`src/rtl/button_pkg.sv`:
```
// -----------------------------------------------------------------------------
// button_pkg
// Shared constants and helpers for the button conditioner.
//   CLK_HZ      : board system clock frequency
//   TICK_1MS    : prescaler division giving a 1 ms debounce tick at CLK_HZ
//   clog2_min1  : counter width needed to hold values 0..value-1 (minimum 1 bit)
// -----------------------------------------------------------------------------
package button_pkg;

    localparam int CLK_HZ   = 100_000_000;
    localparam int TICK_1MS = CLK_HZ / 1000;

    // Smallest width w >= 1 with 2**w >= value.
    function automatic int clog2_min1(input int value);
        int w;
        w = 1;
        for (int i = 1; i < 32; i++) begin
            if ((64'd1 << i) < 64'(value)) begin
                w = i + 1;
            end
        end
        return w;
    endfunction

endpackage

```
`src/rtl/button_channel.sv`:
```
// -----------------------------------------------------------------------------
// button_channel
// One conditioned button: 2-FF synchroniser, polarity correction, tick-timed
// debounce, registered press/release pulses and long-press / auto-repeat pulses.
// Ports:
//   clk, reset_n : clock, asynchronous active-low reset
//   tick         : shared debounce tick strobe from the top-level prescaler
//   raw          : raw asynchronous button input
//   level        : debounced pressed state (1 = pressed)
//   rise / fall  : one-clk pulse on accepted press / release
//   hold         : one-clk pulse on long press and on each auto-repeat
// -----------------------------------------------------------------------------
module button_channel
    import button_pkg::*;
#(
    parameter int   DEBOUNCE_TICKS = 10,
    parameter int   HOLD_TICKS     = 1000,
    parameter int   REPEAT_TICKS   = 200,
    parameter logic ACTIVE_LOW     = 1'b0
) (
    input  logic clk,
    input  logic reset_n,
    input  logic tick,
    input  logic raw,
    output logic level,
    output logic rise,
    output logic fall,
    output logic hold
);

    localparam int DW = clog2_min1(DEBOUNCE_TICKS);
    localparam int HW = clog2_min1(HOLD_TICKS + 1);

    localparam logic [DW-1:0] DB_LAST     = DW'(DEBOUNCE_TICKS - 1);
    localparam logic [HW-1:0] HOLD_LAST   = HW'(HOLD_TICKS - 1);
    localparam logic [HW-1:0] HOLD_MAX    = HW'(HOLD_TICKS);
    // With repeat enabled the counter restarts REPEAT_TICKS short of the
    // threshold; without it the counter parks at the threshold (no re-fire).
    localparam logic [HW-1:0] HOLD_RELOAD = (REPEAT_TICKS > 0) ?
                                            HW'(HOLD_TICKS - REPEAT_TICKS) :
                                            HW'(HOLD_TICKS);

    logic          sync1_r;
    logic          sync2_r;
    logic          stable_r;
    logic [DW-1:0] db_cnt_r;
    logic [HW-1:0] hold_cnt_r;
    logic          rise_r;
    logic          fall_r;
    logic          hold_r;
    logic          sample_s;
    logic          accept_s;

    // Synchroniser; preset to the inactive raw level so reset never looks like a press.
    always_ff @(posedge clk or negedge reset_n) begin
        if (!reset_n) begin
            sync1_r <= ACTIVE_LOW;
            sync2_r <= ACTIVE_LOW;
        end else begin
            sync1_r <= raw;
            sync2_r <= sync1_r;
        end
    end

    // Polarity correction and detection of the tick that completes a debounce.
    always_comb begin
        sample_s = sync2_r ^ ACTIVE_LOW;
        accept_s = 1'b0;
        if ((sample_s != stable_r) && tick && (db_cnt_r == DB_LAST)) begin
            accept_s = 1'b1;
        end else begin
            accept_s = 1'b0;
        end
    end

    // Debounce counter, stable state and registered edge pulses.
    always_ff @(posedge clk or negedge reset_n) begin
        if (!reset_n) begin
            db_cnt_r <= {DW{1'b0}};
            stable_r <= 1'b0;
            rise_r   <= 1'b0;
            fall_r   <= 1'b0;
        end else begin
            rise_r <= accept_s & sample_s;
            fall_r <= accept_s & ~sample_s;
            if (sample_s == stable_r) begin
                // Any agreeing cycle restarts the count.
                db_cnt_r <= {DW{1'b0}};
            end else if (tick) begin
                if (accept_s) begin
                    stable_r <= sample_s;
                    db_cnt_r <= {DW{1'b0}};
                end else begin
                    db_cnt_r <= db_cnt_r + DW'(1);
                end
            end
        end
    end

    // Hold counter: idle while released, and both the press-accept tick and the
    // release-accept cycle leave it at zero with no hold pulse.
    always_ff @(posedge clk or negedge reset_n) begin
        if (!reset_n) begin
            hold_cnt_r <= {HW{1'b0}};
            hold_r     <= 1'b0;
        end else begin
            hold_r <= 1'b0;
            if (!stable_r || accept_s) begin
                hold_cnt_r <= {HW{1'b0}};
            end else if (tick) begin
                if (hold_cnt_r == HOLD_LAST) begin
                    hold_r     <= 1'b1;
                    hold_cnt_r <= HOLD_RELOAD;
                end else if (hold_cnt_r != HOLD_MAX) begin
                    hold_cnt_r <= hold_cnt_r + HW'(1);
                end
            end
        end
    end

    assign level = stable_r;
    assign rise  = rise_r;
    assign fall  = fall_r;
    assign hold  = hold_r;

endmodule

```
`src/rtl/button_conditioner.sv`:
```
// -----------------------------------------------------------------------------
// button_conditioner
// Multi-channel push-button conditioner. One shared prescaler produces the
// debounce tick; each channel is an independent button_channel.
// Ports:
//   clk       : system clock
//   reset_n   : asynchronous active-low reset
//   btn_raw   : raw asynchronous button inputs            [NUM_CH]
//   btn_level : debounced pressed state (after polarity)   [NUM_CH]
//   btn_rise  : one-clk pulse on accepted press            [NUM_CH]
//   btn_fall  : one-clk pulse on accepted release          [NUM_CH]
//   btn_hold  : one-clk pulse on long press / auto-repeat  [NUM_CH]
//   tick      : shared debounce tick strobe
// -----------------------------------------------------------------------------
module button_conditioner
    import button_pkg::*;
#(
    parameter int                NUM_CH          = 5,
    parameter int                TICK_DIV        = TICK_1MS,
    parameter int                DEBOUNCE_TICKS  = 10,
    parameter int                HOLD_TICKS      = 1000,
    parameter int                REPEAT_TICKS    = 200,
    parameter logic [NUM_CH-1:0] ACTIVE_LOW_MASK = {NUM_CH{1'b0}}
) (
    input  logic              clk,
    input  logic              reset_n,
    input  logic [NUM_CH-1:0] btn_raw,
    output logic [NUM_CH-1:0] btn_level,
    output logic [NUM_CH-1:0] btn_rise,
    output logic [NUM_CH-1:0] btn_fall,
    output logic [NUM_CH-1:0] btn_hold,
    output logic              tick
);

    localparam int            PW       = clog2_min1(TICK_DIV);
    localparam logic [PW-1:0] PRE_LAST = PW'(TICK_DIV - 1);

    logic [PW-1:0] pre_cnt_r;
    logic          tick_r;

    // Shared prescaler; the tick is registered so it is low during and right after reset.
    always_ff @(posedge clk or negedge reset_n) begin
        if (!reset_n) begin
            pre_cnt_r <= {PW{1'b0}};
            tick_r    <= 1'b0;
        end else begin
            tick_r <= (pre_cnt_r == PRE_LAST);
            if (pre_cnt_r == PRE_LAST) begin
                pre_cnt_r <= {PW{1'b0}};
            end else begin
                pre_cnt_r <= pre_cnt_r + PW'(1);
            end
        end
    end

    assign tick = tick_r;

    for (genvar i = 0; i < NUM_CH; i++) begin : g_ch
        button_channel #(
            .DEBOUNCE_TICKS (DEBOUNCE_TICKS),
            .HOLD_TICKS     (HOLD_TICKS),
            .REPEAT_TICKS   (REPEAT_TICKS),
            .ACTIVE_LOW     (ACTIVE_LOW_MASK[i])
        ) u_ch (
            .clk     (clk),
            .reset_n (reset_n),
            .tick    (tick_r),
            .raw     (btn_raw[i]),
            .level   (btn_level[i]),
            .rise    (btn_rise[i]),
            .fall    (btn_fall[i]),
            .hold    (btn_hold[i])
        );
    end

endmodule

```
`config.mk`:
```
export PLATFORM = sky130hd
export DESIGN_NAME = button_conditioner
export DESIGN_NICKNAME = d
export VERILOG_FILES = /design/src/rtl/button_pkg.sv /design/src/rtl/button_channel.sv /design/src/rtl/button_conditioner.sv
export SDC_FILE = /design/constraint.sdc
export NUM_CORES = 1
export LEC_CHECK = 0
export CORE_ASPECT_RATIO = 1.4
export CORE_MARGIN = 1.5
export CORE_UTILIZATION = 45
export CTS_CLUSTER_DIAMETER = 80
export DETAILED_ROUTE_END_ITERATION = 12
export DONT_BUFFER_PORTS = 1
export PLACE_DENSITY = 0.73
export SYNTH_ARGS = -nofsm -noshare
export SYNTH_HDL_FRONTEND = slang
export SYNTH_SLANG_ARGS = --single-unit
```
`constraint.sdc`:
```
create_clock -name clk -period 2.04 [get_ports clk]
set_clock_uncertainty 0.15 [all_clocks]
set_input_delay 0.102 -clock clk [delete_from_list [all_inputs] [get_ports clk]]
set_output_delay 0.102 -clock clk [all_outputs]
set_load 0.02 [all_outputs]
```
## After elaboration in Yosys (flattened, before gate mapping)

Cells that the tools add are included.

| storage, ports and cells | value |
|---|---|
| register bits after elaboration | 118 |
| output and inout bits | 21 |
| input port bits | 7 |
| word-level logic and storage cells | 200 |

| operators by class | value |
|---|---|
| muxes and demuxes | 56 |
| $add $sub $neg | 11 |
| reduce and logical (&&, ||, !) cells | 45 |
| bitwise gates (word level) | 20 |
| eq/ne operators | 26 |

Operators by type and width:

| cell | count |
|---|---|
| $mux 10 | 20 |
| $mux 4 | 15 |
| $add 10x1->10 const B | 5 |
| $eq 10x10->1 const B | 5 |
| $ne 10x10->1 const B | 5 |
| $add 4x1->4 const B | 5 |
| $eq 4x4->1 const B | 5 |
| $mux 1 | 20 |
| $reduce_bool 2->1 | 10 |
| $add 17x1->17 const B | 1 |
| $eq 17x17->1 const B | 1 |
| $mux 17 | 1 |
| $reduce_and 3->1 | 5 |
| $reduce_bool 3->1 | 5 |
| $and 1x1->1 | 10 |
| $logic_and 1x1->1 | 10 |
| $not 1->1 | 10 |
| $reduce_and 2->1 | 5 |
| $eq 1x1->1 | 5 |
| $logic_not 1->1 | 5 |
| $logic_or 1x1->1 | 5 |
| $ne 1x1->1 | 5 |

## Logic depth before layout (Yosys ltp)

| depth | value |
|---|---|
| word-level depth | 7 |
| mapped depth | 7 |
| gate-level depth less buffers | 6 |

## Modules after synthesis

From an unflattened synthesis, not the netlist that was laid out.

| second synthesis, totals | value |
|---|---|
| cell total of the unflattened synthesis | 555 |
| area total of the unflattened synthesis | 6110.9 um^2 |

Modules (own cells, without submodules):

| module | cells each | area an instance (um^2) | times used | seq. area each (um^2) |
|---|---|---|---|---|
| button_channel | 96 | 1058.5 | 5 | 500.5 |
| button_conditioner | 75 | 818.3 | 1 | 450.4 |

## Worst setup path before layout

Ideal clock, no wire load.

| timing path | value |
|---|---|
| path type | reg-to-reg |
| start point | register g_ch[0].u_ch.hold_cnt_r[0] |
| end point | register g_ch[0].u_ch.hold_cnt_r[9] |
| clock period less this slack | 1.915 ns |
| cell stages (with the launch flop) | 8 |
| buffers on the path | 1 |
| data required time | 1.824 ns |
| data arrival time | 1.699 ns |
| path slack | 0.125 ns |
| library setup time | 0.066 ns |
| cell sequence | dfrtp_1 > inv_1 > ha_1 > and3b_1 > a41o_1 > buf_2 > or4_1 > nand2_1 |

| between the ends | value |
|---|---|
| word-level cells in the longest chain between the ends | 5 |
| elaborated cells between the ends (all ways) | 9 |
| classes of those cells | 1 x add/sub; 2 x eq/ne; 4 x mux; 2 x reduce/logical |

RTL lines:

| element | RTL line | RTL |
|---|---|---|
| start: declaration | button_channel.sv:47 | `logic [HW-1:0] hold_cnt_r;` |
| start signal: assignment | button_channel.sv:104 | `hold_cnt_r <= {HW{1'b0}};` |
| start signal: assignment | button_channel.sv:109 | `hold_cnt_r <= {HW{1'b0}};` |
| start signal: assignment | button_channel.sv:115 | `hold_cnt_r <= hold_cnt_r + HW'(1);` |
| $add 10x1->10 | button_channel.sv:115 |  |
| $mux 10 | button_channel.sv:114 | `end else if (hold_cnt_r != HOLD_MAX) begin` |
| $mux 10 | button_channel.sv:111 | `if (hold_cnt_r == HOLD_LAST) begin` |
| $mux 10 | button_channel.sv:110 | `end else if (tick) begin` |
| $mux 10 | button_channel.sv:108 | `if (!stable_r \|\| accept_s) begin` |

Parallel ways exist; a longest one is shown, timed or not. The select of a mux whose other input is x is not followed.
A chain may end at the register's enable or synchronous reset.

## Final worst setup path

| timing path | value |
|---|---|
| start point | register g_ch[0].u_ch.hold_cnt_r[1] |
| end point | register g_ch[0].u_ch.hold_cnt_r[8] |

Same word-level chain as after synthesis.

==> impl_metrics.tcl <==
set metrics [dict create \
    outcome "finished with violations" \
    failed_checks "hold timing" \
    slew_headroom 0.669 \
    cp-start-kind "flip-flop" \
    timing.critical_path.slowest_cell_delay_ns 0.47 \
    power.sequential.fraction 0.451 \
    antenna-diode-count 0 \
    power_per_cell_area_mw_per_mm2 753 \
    combPwrFrac 0.005 \
    gr_overflow_total 0 \
    cp.arrival_ns 2.14 \
    number_of_nets_in_the_final_layout 652 \
    swShare 0.197 \
    core_area_mm2 0.0133 \
    critical_path.startpoint "g_ch[0].u_ch.hold_cnt_r[1]" \
    synth_fp_nets 635 \
    yosysSeqAreaShare 0.485 \
    tritoncts_num_sinks 118 \
    depth_of_the_worst_register_to_register_path 6 \
    ant_nets 0 \
    setup_viol_count_final 0 \
    synth-edff-count 0 \
    data_required_critical_path_ns 2.23 \
    postRouteWirelength_um 11800 \
    total_power_mw 5.24 \
    finalCriticalPeriod_ns 1.96 \
    clkPwrFrac 0.544 \
    timing.final.hold_violations 118 \
    synth_top_area_share 0.485 \
    post_cts_hold_buffer_count 5 \
    critical_path_depth 6 \
    drt-initial-drc-count 259 \
    asyncSetResetFlopFracSynth 1.00 \
    drv_cap 0 \
    drt-pass1-iter-count 5 \
    drive_gt1_frac 0.121 \
    power_switching_mw 1.03 \
    grt_pass1_wl_um 20600 \
    tritoncts.num_buffers 17 \
    dp_hpwl_um 8160 \
    power.internal_mw 4.20 \
    detail_route.drc_violations 0 \
    postSynthRegisterBits 118 \
    post_synth_instance_area_mm2 0.00609 \
    final.fill_count 1173 \
    critical_path.reg2reg.endpoint "g_ch[0].u_ch.hold_cnt_r[8]" \
    grt_max_degree 119 \
    worst_skew_pair.late_latency_ns 0.41 \
    cp_num_buf_inv 1 \
    synth_top_area_cell "sky130_fd_sc_hd__dfrtp_1" \
    synth_ff_type "sky130_fd_sc_hd__dfrtp_1" \
    floorplan.initialDensity 0.457 \
    unrepaired_setup_endpoints_after_global_routing "true" \
    power.ir.vdd_worst_mv 0.384 \
    final.period_utilization 0.960 \
    synth.area.top_cells "sky130_fd_sc_hd__dfrtp_1, sky130_fd_sc_hd__ha_1, sky130_fd_sc_hd__nand2_1" \
    worst_r2r_startpoint "g_ch[0].u_ch.hold_cnt_r[1]" \
    cts_max_level 4 \
    critPathTopFamily "simple AND/OR/NAND/NOR gates" \
    crit_type "flip-flop to flip-flop" \
    first_global_vias 4636 \
    floorplan.rows 50 \
    slew_viol_final 0 \
    finalWeightedCongestion 0.843 \
    hold_crit_class "primary input to async pin" \
    top_level_ports 28 \
    track_usage 0.182 \
    cp_max_fo 8 \
    synth_cells 607 \
    hold-worst-slack_ns -0.769 \
    p_leak_nw 2.86 \
    die_y_um 141 \
    area.growth.synth_to_final_pct 14.2 \
    cts-root-buf "sky130_fd_sc_hd__clkbuf_16" \
    route.detailed.vias_per_inst 5.65 \
    cts_post_setup_buffers_inserted 0 \
    path_cells "inv_1, ha_1, and3b_1, a41o_4, or4_1, a21oi_1" \
    synthesis.area_per_instance_um2 10.0 \
    antenna_found_initial 0 \
    floorplan.die.width_um 101 \
    portBuffers 0 \
    clock_tree_from_tritoncts "built" \
    design.die.area_mm2 0.0143 \
    clk_transition_reported_paths_ns 0.05 \
    tightestPinTransition_ns 0.492 \
    wire_per_inst_um 14.4 \
    fmaxAchievable_mhz 511 \
    detailroute.via_count 4625 \
    ff2ff_setup_slack_ns 0.08 \
    synthesis.yosys.warnings 0 \
    critPathCaptureType "flip-flop" \
    synth.lib_cells_used.distinct 67 \
    ctsLongestPathBuffers 2 \
    slowest_stage "sky130_fd_sc_hd__or4_1" \
]
-- placed cells by master (no fill, tap or decap), types with 6 or more instances in the layout --
| cell type | instances |
|---|---|
| sky130_fd_sc_hd__or3_1 | 12 |
| sky130_fd_sc_hd__nor2_1 | 29 |
| sky130_fd_sc_hd__o31ai_1 | 10 |
| sky130_fd_sc_hd__a21o_1 | 7 |
| sky130_fd_sc_hd__nor3b_1 | 12 |
| sky130_fd_sc_hd__and3_1 | 8 |
| sky130_fd_sc_hd__a21oi_1 | 22 |
| sky130_fd_sc_hd__buf_4 | 22 |
| sky130_fd_sc_hd__nand3_1 | 22 |
| sky130_fd_sc_hd__nand2_1 | 61 |
| sky130_fd_sc_hd__nand4_1 | 24 |
| sky130_fd_sc_hd__clkbuf_16 | 17 |
| sky130_fd_sc_hd__nand3b_1 | 9 |
| sky130_fd_sc_hd__nor4_1 | 10 |
| sky130_fd_sc_hd__clkinv_2 | 6 |
| sky130_fd_sc_hd__ha_1 | 21 |
| sky130_fd_sc_hd__o21a_1 | 7 |
| sky130_fd_sc_hd__o21ai_0 | 21 |
| sky130_fd_sc_hd__xor2_1 | 12 |
| sky130_fd_sc_hd__or4_1 | 9 |
| sky130_fd_sc_hd__inv_1 | 29 |
| sky130_fd_sc_hd__o22ai_1 | 6 |
| sky130_fd_sc_hd__xnor2_1 | 13 |
| sky130_fd_sc_hd__nand2b_1 | 10 |
| sky130_fd_sc_hd__dfrtp_1 | 117 |
| sky130_fd_sc_hd__nor3_1 | 23 |
-- area by class of cell --
cell class	instances	area, um^2	area share
well taps	182	228	0.0327
clock buffers	21	460	0.0662
clock inverters	10	105	0.0151
multi-input cells	430	2870	0.412
flip-flops and latches	118	2950	0.424
repair buffers	28	235	0.0338
inverters	29	109	0.0156
-- power groups by stage --
stage	sequential [mW]	combinational, mW	clock [mW]
floorplan	2.40	0.0130	0
global placement	2.40	0.0152	0
detailed placement	2.40	0.0158	0
CTS	2.36	0.0235	2.92
global route	2.36	0.0263	3.03
finish	2.36	0.0238	2.85
-- cells by family (layout without fill, tap and decap cells) --
logic type | after synthesis | count (layout) | share of synthesized area
compound gates | 120 | 120 | 0.141
mux | 10 | 10 | 0.0174
xor+xnor | 25 | 25 | 0.0359
flops | 118 | 118 | 0.484
fa+ha+maj | 21 | 21 | 0.0431
buf+inv | 59 | 88 | 0.0499
simple gates | 254 | 254 | 0.228
-- how the worst max path moves through the flow --
stage / to / slack, ns
after detailed placement: g_ch[0].u_ch.hold_cnt_r[8] / 0.04
after global routing: g_ch[2].u_ch.hold_cnt_r[7] / -0.009
after global placement: g_ch[0].u_ch.hold_cnt_r[8] / 0.11
final: g_ch[0].u_ch.hold_cnt_r[8] / 0.08
after CTS: g_ch[0].u_ch.hold_cnt_r[8] / 0.04
after floorplan: g_ch[0].u_ch.hold_cnt_r[9] / 0.13
-- state kept, by name (all words and copies together) (netlist names) --
signal / cells
g_ch.u_ch.db_cnt_r: 20
g_ch.u_ch.fall: 5
g_ch.u_ch.hold: 5
g_ch.u_ch.hold_cnt_r: 50
g_ch.u_ch.level: 5
g_ch.u_ch.rise: 5
g_ch.u_ch.sample_s: 5
g_ch.u_ch.sync1_r: 5
pre_cnt_r: 17
tick: 1
-- Yosys cell counts (all sizes together), types with 7 or more instances --
library cell / n
a21oi: 22
or3: 12
buf: 25
a21o: 7
nand3: 23
or4: 9
o21a: 7
o31ai: 11
nand2b: 10
nand4: 25
ha: 21
nor4: 10
dfrtp: 118
nor3b: 13
o21ai: 26
xor2: 12
nand3b: 9
nand2: 61
xnor2: 13
and3: 8
nor3: 23
nor2: 30
inv: 29
-- stage by stage --
step | TNS (ns) | instances | area, um^2 | utilization | setup slack (ns)
after floorplan | 0 | 607 | 6090 | - | 0.125
after global placement | 0 | 782 | 6310 | 0.474 | 0.109
after detailed placement | 0 | 782 | 6310 | 0.474 | 0.0415
after CTS | 0 | 818 | 6930 | 0.520 | 0.0433
after global routing | -0.0120 | 818 | 6960 | 0.522 | -0.00850
final | 0 | 818 | 6960 | 0.522 | 0.0825
-- layer usage --
layer,GRT usage,wire length (um),up-vias
met5,0,0,-
met4,0.0811,190,0
met3,0.0535,373,19
li1,-,-,2250
met1,0.205,4950,2283
met2,0.314,6280,73
-- repair_timing --
item | 4_1_cts | 5_1_grt
setup endpoints to repair | 0 | 16
resized for setup | 0 | 8
hold endpoints to repair | 123 | 118
(Power assumes the default switching activity.)
